<file path="config.mk">
export PLATFORM = sky130hd
export DESIGN_NAME = param_insertion_sorter
export DESIGN_NICKNAME = d
export VERILOG_FILES = /design/src/rtl/param_insertion_sorter.sv
export SDC_FILE = /design/constraint.sdc
export NUM_CORES = 1
export LEC_CHECK = 0
export CAP_MARGIN = 20
export CORE_UTILIZATION = 23
export DETAILED_ROUTE_END_ITERATION = 8
export HOLD_SLACK_MARGIN = 0.1
export PLACE_DENSITY = 0.49
export SYNTH_ARGS = -nofsm -noshare
export SYNTH_HDL_FRONTEND = slang
export SYNTH_SLANG_ARGS = --single-unit
</file>
<file path="constraint.sdc">
create_clock -name clk -period 8.7 [get_ports clk]
set_clock_uncertainty 0.05 [all_clocks]
set_input_delay 1.74 -clock clk [delete_from_list [all_inputs] [get_ports clk]]
set_output_delay 1.74 -clock clk [all_outputs]
set_load 0.05 [all_outputs]
</file>
<file path="src/rtl/param_insertion_sorter.sv">
// Burst insertion sorter: loads 1..DEPTH words over valid/ready, sorts them in place
// with one compare per cycle, then streams the sorted burst out with a last marker.
module param_insertion_sorter #(
  parameter int WIDTH  = 32,
  parameter int DEPTH  = 8,
  parameter bit SIGNED = 1'b0,
  parameter int CNT_W  = $clog2(DEPTH + 1)
) (
  input  logic             clk,
  input  logic             reset,
  input  logic             in_valid,
  output logic             in_ready,
  input  logic [WIDTH-1:0] in_data,
  input  logic             in_last,
  input  logic             descending,
  output logic             out_valid,
  input  logic             out_ready,
  output logic [WIDTH-1:0] out_data,
  output logic             out_last,
  output logic [CNT_W-1:0] count,
  output logic             busy,
  output logic             done
);

  localparam int IDX_W = (DEPTH > 1) ? $clog2(DEPTH) : 1;
  localparam logic [CNT_W-1:0] LAST_IDX = CNT_W'(DEPTH - 1);

  typedef enum logic [1:0] {
    LOAD       = 2'd0,
    SORT_OUTER = 2'd1,
    SORT_INNER = 2'd2,
    DRAIN      = 2'd3
  } state_t;

  // Storage is deliberately left out of reset; a reset simply abandons its contents.
  logic [WIDTH-1:0] mem [DEPTH];

  state_t           state_q, state_d;
  logic [CNT_W-1:0] in_index_q, in_index_d;
  logic [CNT_W-1:0] out_index_q, out_index_d;
  logic [CNT_W-1:0] i_q, i_d;
  logic [IDX_W-1:0] j_q, j_d;
  logic [CNT_W-1:0] count_q, count_d;
  logic [WIDTH-1:0] key_q, key_d;
  logic             desc_q, desc_d;
  logic             in_ready_q, in_ready_d;
  logic             out_valid_q, out_valid_d;
  logic             out_last_q, out_last_d;
  logic [WIDTH-1:0] out_data_q, out_data_d;
  logic             busy_q, busy_d;
  logic             done_q, done_d;

  logic             we0, we1;
  logic [IDX_W-1:0] waddr0, waddr1;
  logic [WIDTH-1:0] wdata0, wdata1;

  logic [IDX_W-1:0] i_idx;
  logic [CNT_W-1:0] out_index_inc;
  logic [IDX_W-1:0] out_nxt_idx;
  logic [WIDTH-1:0] cur_word;
  logic             cur_gt_key, cur_lt_key, cur_before_key;

  assign i_idx         = i_q[IDX_W-1:0];
  assign out_index_inc = out_index_q + CNT_W'(1);
  assign out_nxt_idx   = out_index_inc[IDX_W-1:0];
  assign cur_word      = mem[j_q];

  generate
    if (SIGNED) begin : g_signed_cmp
      assign cur_gt_key = $signed(cur_word) > $signed(key_q);
      assign cur_lt_key = $signed(cur_word) < $signed(key_q);
    end else begin : g_unsigned_cmp
      assign cur_gt_key = cur_word > key_q;
      assign cur_lt_key = cur_word < key_q;
    end
  endgenerate

  // Strict compare keeps equal keys in arrival order.
  assign cur_before_key = desc_q ? cur_lt_key : cur_gt_key;

  always_comb begin
    state_d     = state_q;
    in_index_d  = in_index_q;
    out_index_d = out_index_q;
    i_d         = i_q;
    j_d         = j_q;
    count_d     = count_q;
    key_d       = key_q;
    desc_d      = desc_q;
    in_ready_d  = in_ready_q;
    out_valid_d = out_valid_q;
    out_last_d  = out_last_q;
    out_data_d  = out_data_q;
    done_d      = 1'b0;
    we0         = 1'b0;
    we1         = 1'b0;
    waddr0      = '0;
    waddr1      = '0;
    wdata0      = in_data;
    wdata1      = key_q;

    case (state_q)
      LOAD: begin
        if (in_valid && in_ready_q) begin
          we0     = 1'b1;
          waddr0  = in_index_q[IDX_W-1:0];
          wdata0  = in_data;
          count_d = in_index_q + CNT_W'(1);
          if (in_index_q == '0) begin
            desc_d = descending;
          end
          if (in_last || (in_index_q == LAST_IDX)) begin
            in_index_d = '0;
            in_ready_d = 1'b0;
            if (in_index_q == '0) begin
              // A single word is already sorted: present it straight away.
              state_d     = DRAIN;
              out_index_d = '0;
              out_valid_d = 1'b1;
              out_data_d  = in_data;
              out_last_d  = 1'b1;
            end else begin
              state_d = SORT_OUTER;
              i_d     = CNT_W'(1);
            end
          end else begin
            in_index_d = in_index_q + CNT_W'(1);
          end
        end
      end

      SORT_OUTER: begin
        if (i_q == count_q) begin
          state_d     = DRAIN;
          out_index_d = '0;
          out_valid_d = 1'b1;
          out_data_d  = mem[0];
          out_last_d  = 1'b0;
        end else begin
          key_d   = mem[i_idx];
          j_d     = i_idx - IDX_W'(1);
          state_d = SORT_INNER;
        end
      end

      SORT_INNER: begin
        we0    = 1'b1;
        waddr0 = j_q + IDX_W'(1);
        if (cur_before_key) begin
          wdata0 = cur_word;
          if (j_q == '0) begin
            // Shift and final key placement land in the same cycle.
            we1     = 1'b1;
            waddr1  = '0;
            wdata1  = key_q;
            i_d     = i_q + CNT_W'(1);
            state_d = SORT_OUTER;
          end else begin
            j_d = j_q - IDX_W'(1);
          end
        end else begin
          wdata0  = key_q;
          i_d     = i_q + CNT_W'(1);
          state_d = SORT_OUTER;
        end
      end

      DRAIN: begin
        if (out_ready) begin
          if (out_last_q) begin
            state_d     = LOAD;
            out_valid_d = 1'b0;
            out_last_d  = 1'b0;
            done_d      = 1'b1;
            in_ready_d  = 1'b1;
            in_index_d  = '0;
            out_index_d = '0;
          end else begin
            out_index_d = out_index_inc;
            out_data_d  = mem[out_nxt_idx];
            out_last_d  = (out_index_inc == (count_q - CNT_W'(1)));
          end
        end
      end

      default: begin
        state_d = LOAD;
      end
    endcase

    busy_d = (state_d != LOAD);
  end

  always_ff @(posedge clk or negedge reset) begin
    if (!reset) begin
      state_q     <= LOAD;
      in_index_q  <= '0;
      out_index_q <= '0;
      i_q         <= '0;
      j_q         <= '0;
      count_q     <= '0;
      key_q       <= '0;
      desc_q      <= 1'b0;
      in_ready_q  <= 1'b1;
      out_valid_q <= 1'b0;
      out_last_q  <= 1'b0;
      out_data_q  <= '0;
      busy_q      <= 1'b0;
      done_q      <= 1'b0;
    end else begin
      state_q     <= state_d;
      in_index_q  <= in_index_d;
      out_index_q <= out_index_d;
      i_q         <= i_d;
      j_q         <= j_d;
      count_q     <= count_d;
      key_q       <= key_d;
      desc_q      <= desc_d;
      in_ready_q  <= in_ready_d;
      out_valid_q <= out_valid_d;
      out_last_q  <= out_last_d;
      out_data_q  <= out_data_d;
      busy_q      <= busy_d;
      done_q      <= done_d;
    end
  end

  always_ff @(posedge clk) begin
    if (we0) begin
      mem[waddr0] <= wdata0;
    end
    if (we1) begin
      mem[waddr1] <= wdata1;
    end
  end

  assign in_ready  = in_ready_q;
  assign out_valid = out_valid_q;
  assign out_data  = out_data_q;
  assign out_last  = out_last_q;
  assign count     = count_q;
  assign busy      = busy_q;
  assign done      = done_q;

endmodule

</file>
==> results by group <==
Route
  • Vias: 13500
  • ANT nets after route: 0
  • Final WL: 60100 um
  • First drt pass iteration count: 6
  • 1st-iter DRT viols: 1257
  • DR DRC count: 0
  • Drt wl/cell: 22.0 um
  • Via density: 4.96

Clock tree
  • Clk_lat worst skew: 0.57 ns
  • Post-cts resize count: 0
  • Bufs on Longest Clock Path: 3
  • Cts bufs inserted: 42
  • CTS tree: yes
  • Clock Tree Root: clkbuf_16
  • Sink Count: 347
  • Clk slew on worst S/H paths: 0.06 ns
  • H-tree Lvls: 2
  • Cts hold-fix bufs: 0
  • Post-CTS Setup Repair Bufs: 0

Critical path
  • Worst R2R Setup Slack: 2.91 ns
  • Max incr delay on CP: 1.02 ns
  • CP required: 8.86 ns
  • Critical path endpoint category: register
  • Worst-path fanout max: 75
  • R2R cell count: 12
  • Crit path depth: 12
  • CP Class: register to register
  • Startpoint Class: register
  • R2R Path Start: j_q[0]$_DFFE_PN0P_
  • Crit path max-delay family: compound AO/OA/AOI/OAI gates
  • Critical path's slowest cell: o311ai_0
  • Crit Reg-Reg Endpoint: mem[1][27]$_DFFE_PP_
  • WP buf/inv: 3
  • Crit. Startpoint: j_q[0]$_DFFE_PN0P_
  • Critical path, cell by cell: buf_4 -> mux4_2 -> mux2i_1 -> inv_1 -> ha_1 -> nand4_2 -> nor2_1 -> a221oi_1 -> and3_1 -> a211oi_4 -> buf_4 -> o311ai_0
  • Setup crit end: mem[1][27]$_DFFE_PP_
  • Crit-path most repeated cell: buf_4
  • Arr. time, crit path: 5.95 ns

Floorplan
  • Row count: 108
  • Die height: 298 um
  • Initial Utilization: 0.232
  • I/O pins: 79
  • Die area: 0.0885 mm2
  • Die W: 298 um
  • CORE AREA: 0.0866 mm2

Run
  • MaxCap Viol Count: 0

Timing
  • Setup TNS: 0 ns
  • RSZ-0062 raised after global routing: false
  • Slew HR: 0.263
  • Final slew viol count: 0
  • Worst slew pin tran: 1.09 ns
  • Worst setup margin: 2.91 ns
  • Endpoints failing setup: 0
  • Smallest hold slack: 0.428 ns
  • Fmax: 0.173 GHz
  • Final Critical Period: 5.79 ns
  • Period utilization: 0.666
  • Final hold vios: 0

Final layout
  • Area Growth Syn to Fin: 18.5%
  • Fin area: 0.0238 mm2
  • Fin cells: 2728
  • # diodes: 0
  • Post-layout util: 0.275
  • Layout cells sized above 1: 0.219
  • Nets: 1617

Power
  • Leakage: 8.23 nW
  • PwrDens: 451 mW/mm2
  • Peak supply drop: 416 uV
  • Total power: 10.7 mW

Logic synthesis
  • Number of synthesis warnings: 0
  • Synth cell count leaders: 256 x edfxtp_1, 192 x mux4_2, 132 x mux2i_1
  • Netlist cell types: 62
  • Synthesized net count: 1566
  • Mapped Area: 0.0201 mm2
  • Synth top area share: 0.383
  • Seq cells post-synth: 347
  • Ys flop type: edfxtp_1
  • Synth async-reset ratio: 0.262
  • Cell taking the most area after synthesis: edfxtp_1
  • Sequential fraction of the synthesis area: 0.496
  • Syn avg cell area: 13.5 um2
  • Cells taking the most area after synthesis: edfxtp_1 38%, mux4_2 22%, dfrtp_1 11%
  • Number of flops mapped to enable cells by yosys: 256
  • Top-count cell post-synth: edfxtp_1
  • Post-Syn Instances: 1488

Place
  • Pre-CTS setup slack: 2.82 ns
  • Port Buffers: 78
  • Inst Count DP: 2631
  • Placed cell area: 0.0222 mm2
  • GP Congestion: 0.771
  • HPWL Detailed: 35600 um

Global routing
  • GRT overflow: 0
  • Tot GR Track Use: 0.135
  • Largest net degree at the start of global routing: 76
  • First-pass GRT wire length: 89500 um
  • Initial antenna violation count: 1
  • Vias in the first global route: 13800

Worst hold path
  • Hold/Removal Path Class: register to register

Run status
  • Status: finished clean
[layer usage]
metal	vias to the layer above	track usage	part of all wire
li1	5969	-	-
met1	6991	0.170	0.41
met2	457	0.231	0.49
met3	104	0.0237	0.062
met4	0	0.0481	0.029
met5	-	0	0
[placed cells by master, fill, tap and decap left out, drive strengths merged, types with 4 or more instances in the layout]
master	instances
edfxtp	256
mux4	192
mux2i	132
nand2	125
dfrtp	90
nand3	80
o21ai	78
clkdlybuf4s50	77
inv	73
clkbuf	68
nor2	54
a21oi	52
ha	40
or3	34
o311ai	34
a21boi	33
buf	30
clkinv	16
nand4	10
xnor2	9
nor3	9
bufinv	7
o211ai	6
nor2b	5
o31ai	4
o21a	4
clkinvlp	4
nand2b	4
xor2	4
[how the worst min path moves through the flow]
stage / slack [ns] / to / startpoint / cells past startpoint
after floorplan: 0.44 / key_q[10]$_DFFE_PN0P_ / key_q[10]$_DFFE_PN0P_ / 2
after global placement: 0.42 / out_data[13]$_DFFE_PN0P_ / out_data[13]$_DFFE_PN0P_ / 2
after detailed placement: 0.42 / out_data[6]$_DFFE_PN0P_ / out_data[6]$_DFFE_PN0P_ / 2
after CTS: 0.44 / out_data[6]$_DFFE_PN0P_ / out_data[6]$_DFFE_PN0P_ / 2
after global routing: 0.46 / in_ready$_DFFE_PN1P_ / in_ready$_DFFE_PN1P_ / 2
final: 0.43 / out_data[28]$_DFFE_PN0P_ / out_data[28]$_DFFE_PN0P_ / 2
[final cells by class]
type,count,area (um2)
clock buffers,51,1160
clock inverters,27,323
fillers,8736,62800
inverters,73,275
multi-input cells,950,9500
flip-flops and latches,347,9990
well taps,1155,1450
repair buffers,125,1110
[power breakdown]
group / leakage, nW / internal (mW) / switching [mW] / total, mW
sequential: 3.46 / 2.63 / 0.622 / 3.26
combinational: 4.05 / 2.33 / 3.26 / 5.59
clock: 0.721 / 1.16 / 0.723 / 1.88
total: 8.23 / 6.12 / 4.61 / 10.7
[worst reg2reg max path: stages (launching register included)]
cell and delay (ns):
dfrtp_4 0.96, buf_4 0.56, mux4_2 0.39, mux2i_1 0.24, inv_1 0.08, ha_1 0.31
nand4_2 0.17, nor2_1 0.07, a221oi_1 0.74, and3_1 0.34, a211oi_4 0.08, buf_4 0.34
o311ai_0 1.12
[registers in the layout, summed over array words and instances (netlist names), 3 cells and up]
| signal | count |
|---|---|
| out_data | 32 |
| in_index_q | 4 |
| count | 4 |
| key_q | 32 |
| j_q | 3 |
| out_index_q | 4 |
| mem | 256 |
| i_q | 4 |
[cells by family after synthesis]
kind of cell	count (synthesis)	synth area share
mux	327	0.283
simple gates	336	0.0777
fa+ha+maj	40	0.0249
xor+xnor	13	0.00567
flops	347	0.496
compound gates	234	0.0749
buf+inv	191	0.0380
Power figures use the tool's default switching activity.
